File: src/rtl/fixed_float_pkg.sv
// Shared types and widths for the fixed/float conversion blocks.
// The scheduler and any later conversion stages import this package.
package fixed_float_pkg;

    localparam int FIXED_W = 22;
    localparam int FLOAT_W = 32;

    typedef enum logic [1:0] {
        IDLE,
        ISSUE,
        WAIT,
        RESP
    } sched_state_t;

endpackage

File: src/rtl/fixed_float_conv_sched_rr_arbiter.sv
// Combinational round-robin arbiter: grants the first asserted request
// at or above ptr, wrapping past N-1 back to 0.
module rr_arbiter #(
    parameter int N = 4
) (
    input  logic [N-1:0]         req,
    input  logic [$clog2(N)-1:0] ptr,
    output logic [N-1:0]         grant,
    output logic [$clog2(N)-1:0] grant_idx,
    output logic                 any
);

    localparam int PW = $clog2(N);

    logic [PW-1:0] idx;

    // NOTE: every output gets a default before the loop so no path through
    // this block leaves a variable unassigned and infers a latch.
    always_comb begin
        grant     = '0;
        grant_idx = '0;
        any       = 1'b0;
        idx       = '0;
        for (int k = 0; k < N; k++) begin
            idx = PW'((int'(ptr) + k) % N);
            if (!any && req[idx]) begin
                any        = 1'b1;
                grant[idx] = 1'b1;
                grant_idx  = idx;
            end
        end
    end

endmodule

File: src/rtl/fixed_float_conv_sched.sv
// Round-robin scheduler sharing one fixed-to-float converter between
// NUM_REQ requesters, with a done timeout and a tagged response port.
module fixed_float_conv_sched
    import fixed_float_pkg::*;
#(
    parameter int NUM_REQ = 4,
    parameter int TIMEOUT = 15
) (
    input  logic                         clk,
    input  logic                         rst,
    input  logic [NUM_REQ-1:0]           req_valid,
    input  logic [FIXED_W*NUM_REQ-1:0]   req_data,
    output logic [NUM_REQ-1:0]           req_ready,
    output logic                         rsp_valid,
    output logic [$clog2(NUM_REQ)-1:0]   rsp_id,
    output logic [FLOAT_W-1:0]           rsp_result,
    output logic                         rsp_err,
    input  logic                         rsp_ready,
    output logic                         conv_enable,
    output logic [FIXED_W-1:0]           conv_data,
    input  logic                         conv_done,
    input  logic [FLOAT_W-1:0]           conv_result
);

    localparam int ID_W  = $clog2(NUM_REQ);
    localparam int TMR_W = $clog2(TIMEOUT + 1);

    localparam logic [ID_W-1:0]  ID_LAST  = ID_W'(NUM_REQ - 1);
    localparam logic [TMR_W-1:0] TMR_LAST = TMR_W'(TIMEOUT - 1);
    localparam logic [TMR_W-1:0] TMR_MAX  = TMR_W'(TIMEOUT);

    sched_state_t       state;
    sched_state_t       state_next;
    logic [ID_W-1:0]    rr_ptr;
    logic [TMR_W-1:0]   timer;

    logic [NUM_REQ-1:0] grant;
    logic [ID_W-1:0]    grant_idx;
    logic               grant_any;
    logic [FIXED_W-1:0] grant_data;
    logic               accept;
    logic               timeout_hit;

    rr_arbiter #(
        .N(NUM_REQ)
    ) u_arb (
        .req       (req_valid),
        .ptr       (rr_ptr),
        .grant     (grant),
        .grant_idx (grant_idx),
        .any       (grant_any)
    );

    // req_ready equals the grant, so a grant in IDLE is already a handshake.
    assign accept      = (state == IDLE) && grant_any;
    assign timeout_hit = (timer == TMR_LAST);

    assign req_ready   = (state == IDLE && !rst) ? grant : '0;
    assign rsp_valid   = (state == RESP) && !rst;
    assign conv_enable = (state == ISSUE) && !rst;

    always_comb begin
        grant_data = '0;
        for (int i = 0; i < NUM_REQ; i++) begin
            if (grant[i]) begin
                grant_data = req_data[i*FIXED_W +: FIXED_W];
            end
        end
    end

    // NOTE: registers use non-blocking assignments so every flop samples the
    // values from before the edge, independent of statement order.
    always_ff @(posedge clk) begin
        if (rst) begin
            state <= IDLE;
        end else begin
            state <= state_next;
        end
    end

    always_comb begin
        state_next = state;
        unique case (state)
            IDLE:    if (accept) state_next = ISSUE;
            ISSUE:   state_next = WAIT;
            WAIT:    if (conv_done || timeout_hit) state_next = RESP;
            RESP:    if (rsp_ready) state_next = IDLE;
            default: state_next = IDLE;
        endcase
    end

    always_ff @(posedge clk) begin
        if (rst) begin
            rr_ptr     <= '0;
            timer      <= '0;
            conv_data  <= '0;
            rsp_id     <= '0;
            rsp_result <= '0;
            rsp_err    <= 1'b0;
        end else begin
            unique case (state)
                IDLE: begin
                    if (accept) begin
                        conv_data <= grant_data;
                        rsp_id    <= grant_idx;
                        rr_ptr    <= (grant_idx == ID_LAST) ? '0 : grant_idx + 1'b1;
                    end
                end
                ISSUE: timer <= '0;
                WAIT: begin
                    // A done in the last WAIT cycle still wins over the timeout.
                    if (conv_done) begin
                        rsp_result <= conv_result;
                        rsp_err    <= 1'b0;
                    end else if (timeout_hit) begin
                        rsp_result <= '0;
                        rsp_err    <= 1'b1;
                    end else if (timer != TMR_MAX) begin
                        timer <= timer + 1'b1;
                    end
                end
                default: ;
            endcase
        end
    end

endmodule

File: config.mk
export PLATFORM = sky130hd
export DESIGN_NAME = fixed_float_conv_sched
export DESIGN_NICKNAME = d
export VERILOG_FILES = /design/src/rtl/fixed_float_pkg.sv /design/src/rtl/fixed_float_conv_sched_rr_arbiter.sv /design/src/rtl/fixed_float_conv_sched.sv
export SDC_FILE = /design/constraint.sdc
export NUM_CORES = 1
export LEC_CHECK = 0
export ABC_AREA = 1
export BUFFER_PORTS_ARGS = -buffer_cell sky130_fd_sc_hd__buf_2
export CELL_PAD_IN_SITES_DETAIL_PLACEMENT = 1
export CELL_PAD_IN_SITES_GLOBAL_PLACEMENT = 2
export CORE_ASPECT_RATIO = 0.9
export CORE_MARGIN = 4
export CORE_UTILIZATION = 25
export DETAILED_ROUTE_END_ITERATION = 7
export HOLD_SLACK_MARGIN = 0.06
export PLACE_DENSITY = 0.95
export RECOVER_POWER = 100
export SETUP_SLACK_MARGIN = 0.2
export SYNTH_ARGS = -nofsm -noshare
export SYNTH_HDL_FRONTEND = slang
export SYNTH_SLANG_ARGS = --single-unit
export TNS_END_PERCENT = 5
File: constraint.sdc
create_clock -name clk -period 6.95 [get_ports clk]
set_input_delay 0.695 -clock clk [delete_from_list [all_inputs] [get_ports clk]]
set_output_delay 0.695 -clock clk [all_outputs]
set_load 0.02 [all_outputs]
Word level (Yosys, flattened, before mapping)
Cells that the tools add are included.
{ "classes": {"n_lt_le_gt_ge": 8, "bitwise": 3, "reduce_logical": 23, "addsub": 5, "mux": 46, "eq_ne": 12} }
{ "ops": {"columns": ["cell", "n"], "rows": [
  ["two-way mux 22 bit", 4],
  ["two-way mux 32 bit", 2],
  ["two-way mux 4 bit", 8],
  ["two-way mux 2 bit", 8],
  ["two-way mux 1 bit", 14],
  ["less-than comparator 2 x 3 -> 1 bit (second input constant)", 4],
  ["inequality test 2 bit (second input constant)", 6],
  ["bitwise OR 4 bit", 3],
  ["logical AND 1 bit", 11],
  ["binary-select mux 1 bit (select 2 bit)", 4],
  ["demux 1 bit (select 2 bit)", 4],
  [">= comparator 2 x 1 -> 1 bit (second input constant)", 4],
  ["one-hot mux 2 bit (4 select lines)", 1],
  ["one-hot mux 4 bit (2 select lines)", 1],
  ["== test 2 bit (second input constant)", 3],
  ["adder 2 x 1 -> 2 bit (second input constant)", 2],
  ["adder 2 bit (second input constant)", 2],
  ["adder 4 x 1 -> 4 bit (second input constant)", 1],
  ["== test 4 bit (second input constant)", 1],
  ["zero test 1 bit", 4],
  ["inequality test 4 bit (second input constant)", 1],
  ["AND reduction 2 bit", 2],
  ["AND reduction 4 bit", 1],
  ["nonzero test 2 bit", 2],
  ["4 further kinds", 4]
]} }
{ "totals": {"input_bits": 128, "register_bits": 65, "wordCells": 104} }

Longest topological paths before layout
Gate-level depths: netlist (run 1).
{ "logic_depth": {"ltp_word": 16, "ltp_mapped": 15, "mapped_depth_nobuf": 14} }

Hierarchy
Synthesis (run 1) repeated with hierarchy kept, for this count alone.
{ "unflattened": {"hier_cells": 521, "hier_area_um2": 3860.0} }
{ "modules_own_cells": {"columns": ["mod", "seq_area_each_um2", "area_per_inst_um2", "cells_each", "n_inst"], "rows": [
  ["fixed_float_conv_sched", 1301.2, 3419.5, 447, 1],
  ["rr_arbiter", 0.0, 440.4, 74, 1]
]} }

Worst setup path after synthesis (run 1)
OpenSTA, ideal clock, no wires.
{ "synth_timing": {"kind": "reg2out", "start": "register (tool-made name)", "end": "output req_ready[2]", "path_slack_ns": 4.164, "arrival_time_ns": 2.091, "stages_incl_launch_ff": 14, "cell_sequence": "dfxtp_1 buf_6 inv_4 ha_1 inv_1 nand3_1 nand2_1 nand3_1 nor2_2 nand2_1 nand3_4 buf_2 nand2_1 inv_1"} }
{ "synth_rtl": {"columns": ["item", "line_no", "rtl"], "rows": [
  ["end, declared", "fixed_float_conv_sched.sv:13", "output logic [NUM_REQ-1:0] req_ready,"]
]} }

==> reports/metrics.yaml, run 1 <==
synth_compound_area_share_pct: 26.8
cts_resized: 0
synth_nets: 701
antenna_left: 0
syn_area_per_cell_um2: 6.87
crit_end: "req_ready[1]"
die_w_um: 139
numCtsBuffers: 9
yosysTopAreaCell: "dfxtp_1"
grt_pass1_wl_um: 23800
setup_viol: 0
muxShareOfSynthArea_pct: 0
cap_violations: 2
power_frac_seq_pct: 21.8
num_vias: 4403
clkPwrFrac_pct: 19.9
yosys_warnings: 0
fmax_mhz: 215
grt_max_degree: 46
final.min_clock_period_ns: 4.65
pin_count: 191
routed_wl_um: 14900
max_slew_margin_pct: -17.1
p_int_w: 0.00113
p_leak_nw: 2.29
r2r_setup_slack_ns: 2.47
sw_frac_of_total_pct: 51.9
coreArea_um2: 14900
clkLatencyLatePin_ns: 0.34
yosys.area_share.simple_pct: 23.7
rr_endpoint: "conv_data[12]"
grt_pass1_vias: 4521
fp.dieH_um: 126
fin_crit_sh_pct: 66.9
status: "finished with violations"
synthArstFlopShare_pct: 0
violations: "capacitance limit, slew limit"
cts_setup_buffers: 0
cp.arrival_ns: 3.96
antenna_cells: 0
critPathLaunchType: "flop"
post_drt_wl_per_cell_um: 16.1
rows: 42
synth_cells: 560
finalHoldViolCount: 0
clock_skew_ns: 0.00631
design_power_total_w: 0.00235
syn_to_final_growth_pct: 30.2
rsz0062_at_grt: "no"
worst_slew_pin_slew_ns: 1.76
synth_common_cells: "a21oi_1, nand2_1, dfxtp_1"
grt_antenna_before_repair: 1
synth_fa_ha_area_share_pct: 4.23
cts_root_buf: "clkbuf_16"
gp_congestion: 0.802
clk_pin_slew_ns: 0.06
clockBufferDepth: 2
synth.most_common_cell: "a21oi_1"
synth_cell_type_count: 32
dpl.hpwl_um: 10500
crit_path_max_fanout: 24
overflow: 0
power.share.combinational_pct: 58.3
numPortBuffers: 190
ir_worst_vdd_v: 0.000143
grt_usage_pct: 16.6
ys_ff_latch: 65
holdBufCountCts: 0
p_per_area_nw_per_um2: 468
path_class: "reg2out"
slew_violations: 40
critPathCaptureType: "output port"
ys.flop_type: "dfxtp_1"
cts_sinks: 65
die_area_um2: 17400
viasPerCell: 4.75
p_switching_w: 0.00122
hp-start: "rsp_result[16]"
synth_edf_count: 0
drt_iter0_drc: 166
firstDrtPassIters: 4
fillCellCount: 1970
synthXorXnorAreaFrac_pct: 0
drive_gt1_share_pct: 22.7
syn-cell-area_um2: 3850
yosysTopAreaCellShare_pct: 33.8
required_ns: 6.25
cts_tree: "done"
setup_tns_ns: 0
htreeDepth: 3
r2r.worst_path.cells: 11
synth_top_family_by_area: "compound AO/OA/AOI/OAI gates"
layout.nets: 864
synth_area_leaders: "dfxtp_1, a21oi_1, nand3_1, nand2_1, o21ai_0"
drc: 0
synth_seq_area_share_pct: 33.8
start_util_pct: 25.9
holdCritPathClass: "reg2reg"
## layout by cell type, fill, tap and decap left out, drive strengths merged
master,Yosys,final
o221ai,1,1
nor3b,1,1
nand3,69,69
nor2,15,15
a21boi,2,2
nand2,94,94
inv,56,57
bufinv,0,1
buf,17,131
dfxtp,65,65
clkbuf,23,70
o211ai,1,1
a211oi,1,1
o21ai,63,63
nor3,4,4
a21oi,130,130
clkinv,0,3
ha,13,13
o22ai,1,1
clkinvlp,0,2
nand4,4,4
## cells by family after synthesis
group,after synthesis
and+or+nand+nor,187
buffers and inverters,96
AOI/OAI and AO/OA,199
adders and majority gates,13
DFF,65
## registers in the layout (all words and copies together) (netlist names), named ones only
name        cells
rsp_result     32
conv_data      22
timer           4
rsp_id          2
state           2
rr_ptr          1
rsp_err         1
## worst max-delay path, stage by stage (launching register included)
cell	delay, ns
dfxtp_1	0.64
clkinvlp_2	0.47
ha_1	0.46
inv_1	0.10
nand3_1	0.09
nand2_1	0.07
nor2_1	0.42
a21oi_4	0.08
nand3_1	0.81
nand2_1	0.19
inv_1	0.10
buf_2	0.16
## power by group through the flow
stage / Sequential [W] / Combinational [W] / Clock, W
2_1_floorplan: 0.000584 / 0.00103 / 0
3_3_place_gp: 0.000514 / 0.00140 / 0
3_5_place_dp: 0.000516 / 0.00143 / 0
4_1_cts: 0.000511 / 0.00143 / 0.000483
5_1_grt: 0.000523 / 0.00155 / 0.000500
6_report: 0.000512 / 0.00137 / 0.000467
## routing by layer
layer,part of all wire [%],vias to the layer above,track usage [%]
met5,0.081,-,0
met4,1.4,2,4.09
met3,7.7,17,5.76
met2,45,154,26.9
met1,46,2016,21.4
li1,-,2214,-
## metrics by stage
step / utilization, % / cells / worst slack [ns] / cell area [µm²] / hold slack (ns)
global route: 33.7 / 926 / 1.91 / 5010 / 0.500
floorplan: - / 560 / 4.16 / 3850 / 0.459
finish: 33.7 / 926 / 2.30 / 5010 / 0.473
CTS: 34.5 / 926 / 3.19 / 5130 / 0.474
detailed placement: 32.5 / 910 / 3.56 / 4830 / 0.465
global placement: 32.5 / 910 / 3.67 / 4830 / 0.456
## worst min-delay path by stage
stage | cells past startpoint | endpoint
2_1_floorplan | 1 | timer[0]
3_3_place_gp | 2 | rsp_result[19]
3_5_place_dp | 2 | rsp_result[8]
4_1_cts | 2 | rsp_result[8]
5_1_grt | 2 | rsp_result[8]
6_report | 2 | rsp_result[16]
## layout make-up
type / count / area (µm²) / share of cell area, %
tap: 198 / 248 / 4.95
clock buffer: 9 / 225 / 4.50
sequential: 65 / 1300 / 26.0
inverter: 56 / 211 / 4.22
multi-input combinational: 399 / 2060 / 41.1
clock inverter: 7 / 77.6 / 1.55
timing repair buffer: 192 / 887 / 17.7
(Power assumes the default switching activity.)
==> run 2: changes to the inputs <==
- CORE_UTILIZATION: 25 -> 23
- PLACE_DENSITY: 0.95 -> 0.91
- clock period: 6.95 -> 4.88 ns (I/O delays scaled with it)
==> run 2 against run 1 <==
The run still ends with capacitance limit, slew limit left. Design area is 0.25% higher. Worst hold slack worse by 0.044 ns. Global-route usage is 1.4 points lower. Via count is 0.84% higher. Register-to-register slack worse by 1.4 ns. Critical path type unchanged.
==> reports/metrics.yaml, run 2 (same netlist as run 1, synthesis figures left out) <==
cts_root_buf: "clkbuf_16"
viasPerCell: 4.75  # about the same
setup_tns_ns: 0  # unchanged
clock_skew_ns: 0.00543  # -0.000878 ns
rows: 44  # +4.8%
clkPwrFrac_pct: 19.5  # -0.4 points
fin_crit_sh_pct: 81.6
r2r.worst_path.cells: 13  # +2
ir_worst_vdd_v: 0.000233  # +63%
drt-met1-wl_um: 6510  # -5.0%
grt_pass1_vias: 4484  # -0.82%
critPathCaptureType: "output port"
grt_usage_pct: 15.2  # -1.4 points
drive_gt1_share_pct: 22.8  # +0.17 points
syn_to_final_growth_pct: 30.5
max_slew_margin_pct: -19.1  # -2.1 points
coreArea_um2: 16300  # +9.6%
numPortBuffers: 190  # unchanged
layout.nets: 863  # -0.12%
design_power_total_w: 0.00335  # +43%
layout_setup_ws_ns: 0.897  # -1.40 ns
die_area_um2: 18900  # +8.2%
p_int_w: 0.00162  # +43%
overflow: 0  # unchanged
fillCellCount: 2126  # +7.9%
grt_antenna_before_repair: 0  # -1
num_vias: 4440  # +0.84%
worst_slew_pin_slew_ns: 1.79  # +0.0308 ns
slowest_stage: "dfxtp_1"
grt_max_degree: 46  # unchanged
gp_congestion: 0.816  # +1.8%
routed_wl_um: 14700  # -1.2%
r2r_setup_slack_ns: 1.03  # -1.44 ns
hp-start: "conv_result[18]"
dpl.hpwl_um: 10700  # +1.8%
numCtsBuffers: 9  # unchanged
fp.dieH_um: 131  # +4.0%
whs_path_depth: 3  # +1
clk_pin_slew_ns: 0.06  # about the same
layout_commonest_cell: "buf_2"
crit_path_frequent_cell: "nand2_1"
holdBufCountCts: 0  # unchanged
drt_iter0_drc: 202  # +22%
cts_resized: 0  # unchanged
p_leak_nw: 2.31  # +0.71%
die_w_um: 144  # +4.0%
rsz0062_at_grt: "no"
firstDrtPassIters: 4  # unchanged
p_per_area_nw_per_um2: 667  # +42%
p_switching_w: 0.00173  # +42%
cap_violations: 1  # -1
wl_met3_um: 1180  # +3.3%
wl_met2_um: 6740  # +0.82%
cts_tree: "done"
htreeDepth: 3  # unchanged
sw_frac_of_total_pct: 51.7  # -0.14 points
grt_pass1_wl_um: 23100  # -2.7%
status: "finished with violations"
clkLatencyLatePin_ns: 0.32  # -0.02 ns
final_cell_mix: "buf_2, a21oi_1, nand2_1"
rr_endpoint: "conv_data[20]"
power.share.combinational_pct: 58.6  # +0.3 points
topRoutingLayerUsed: "met4"
cts_setup_buffers: 0  # unchanged
antenna_left: 0  # unchanged
finalHoldViolCount: 0  # unchanged
slew_violations: 40  # unchanged
reg_top3: "rsp_result (32), conv_data (22), timer (4)"
violations: "capacitance limit, slew limit"
fmax_mhz: 251
critPathLaunchType: "flop"
path_class: "reg2out"
drc: 0  # unchanged
pin_count: 191  # unchanged
cp.arrival_ns: 3.49  # -0.47 ns
cts_sinks: 65  # unchanged
crit_path_max_fanout: 45  # +88%
largest_reg_flops: 32  # unchanged
slowest_delay_ns: 0.67  # -0.14 ns
start_util_pct: 23.6  # -2.3 points
pre_cts_slack_ns: 1.65  # -1.91 ns
final.min_clock_period_ns: 3.98
antenna_cells: 0  # unchanged
top_register: "rsp_result"
min_to: "rsp_result[18]"
holdCritPathClass: "in2reg"
required_ns: 4.39  # -1.86 ns
post_drt_wl_per_cell_um: 15.8  # -2.1%
power_frac_seq_pct: 21.9  # about the same
cp_cell_sequence: "inv_4 > ha_1 > inv_1 > nand3_1 > nand2_1 > nor2_1 > nand2_1 > nand2_1 > a21oi_2 > nand2_2 > nand2_1 > inv_1 > buf_2"
clockBufferDepth: 2  # unchanged
setup_viol: 0  # unchanged
-- run 2: cell count changes in the layout (fill, tap and decap cells not counted) --
cell,before,now
buf_2,130,131
clkbuf_1,61,59
clkinv_4,2,3
clkinvlp_2,1,0
clkinvlp_4,1,0
inv_4,0,1
nand2_1,86,87
nand2_4,3,2
nand3_2,2,3
nand3_4,1,0
nor2_1,14,13
nor2_8,0,1
-- run 2: worst max-delay path, delay by kind of cell (launching register included) --
kind | cells | cell delay (ns)
AOI/OAI and AO/OA | 1 | 0.04
and+or+nand+nor | 7 | 1.55
DFF | 1 | 0.67
buffers and inverters | 4 | 0.52
adders and majority gates | 1 | 0.37
-- run 2: worst max-delay path by stage --
stage | cells past startpoint | to | slack [ns] | from
6_report | 13 | req_ready[3] | 0.90 | flop
5_1_grt | 11 | req_ready[0] | 0.54 | flop
4_1_cts | 11 | req_ready[0] | 1.32 | flop
3_5_place_dp | 11 | conv_data[20] | 1.65 | flop
3_3_place_gp | 12 | req_ready[3] | 1.78 | flop
2_1_floorplan | 13 | req_ready[2] | 2.30 | flop
-- run 2: power by group through the flow --
stage          Combinational, W  Sequential (W)  Clock, W
2_1_floorplan           0.00147        0.000832         0
3_3_place_gp            0.00201        0.000741         0
3_5_place_dp            0.00204        0.000742         0
4_1_cts                 0.00205        0.000733  0.000676
5_1_grt                 0.00226        0.000748  0.000702
6_report                0.00196        0.000734  0.000654
-- run 2: area by class of cell --
cell class / count / area [µm²] / share of cell area (%)
Timing Repair Buffer: 191 / 885 / 17.6
Sequential cell: 65 / 1300 / 25.9
Inverter: 56 / 213 / 4.24
Clock buffer: 9 / 225 / 4.48
Tap cell: 207 / 259 / 5.16
Multi-Input combinational cell: 399 / 2060 / 41.0
Clock inverter: 7 / 78.8 / 1.57
-- run 2: metal layers --
| layer | vias to the layer above | global-route usage, % |
|---|---|---|
| met3 | 19 | 4.73 |
| met1 | 2045 | 19.4 |
| met5 | - | 0 |
| li1 | 2217 | - |
| met2 | 159 | 25.0 |
| met4 | 0 | 4.11 |
-- run 2: metrics by stage --
step	hold slack [ns]	instance area [µm²]	cells	utilization (%)
floorplan	0.459	3850	560	-
global placement	0.455	4830	918	29.7
detailed placement	0.466	4830	918	29.7
CTS	0.419	5140	934	31.5
global route	0.422	5020	934	30.8
finish	0.429	5020	934	30.8
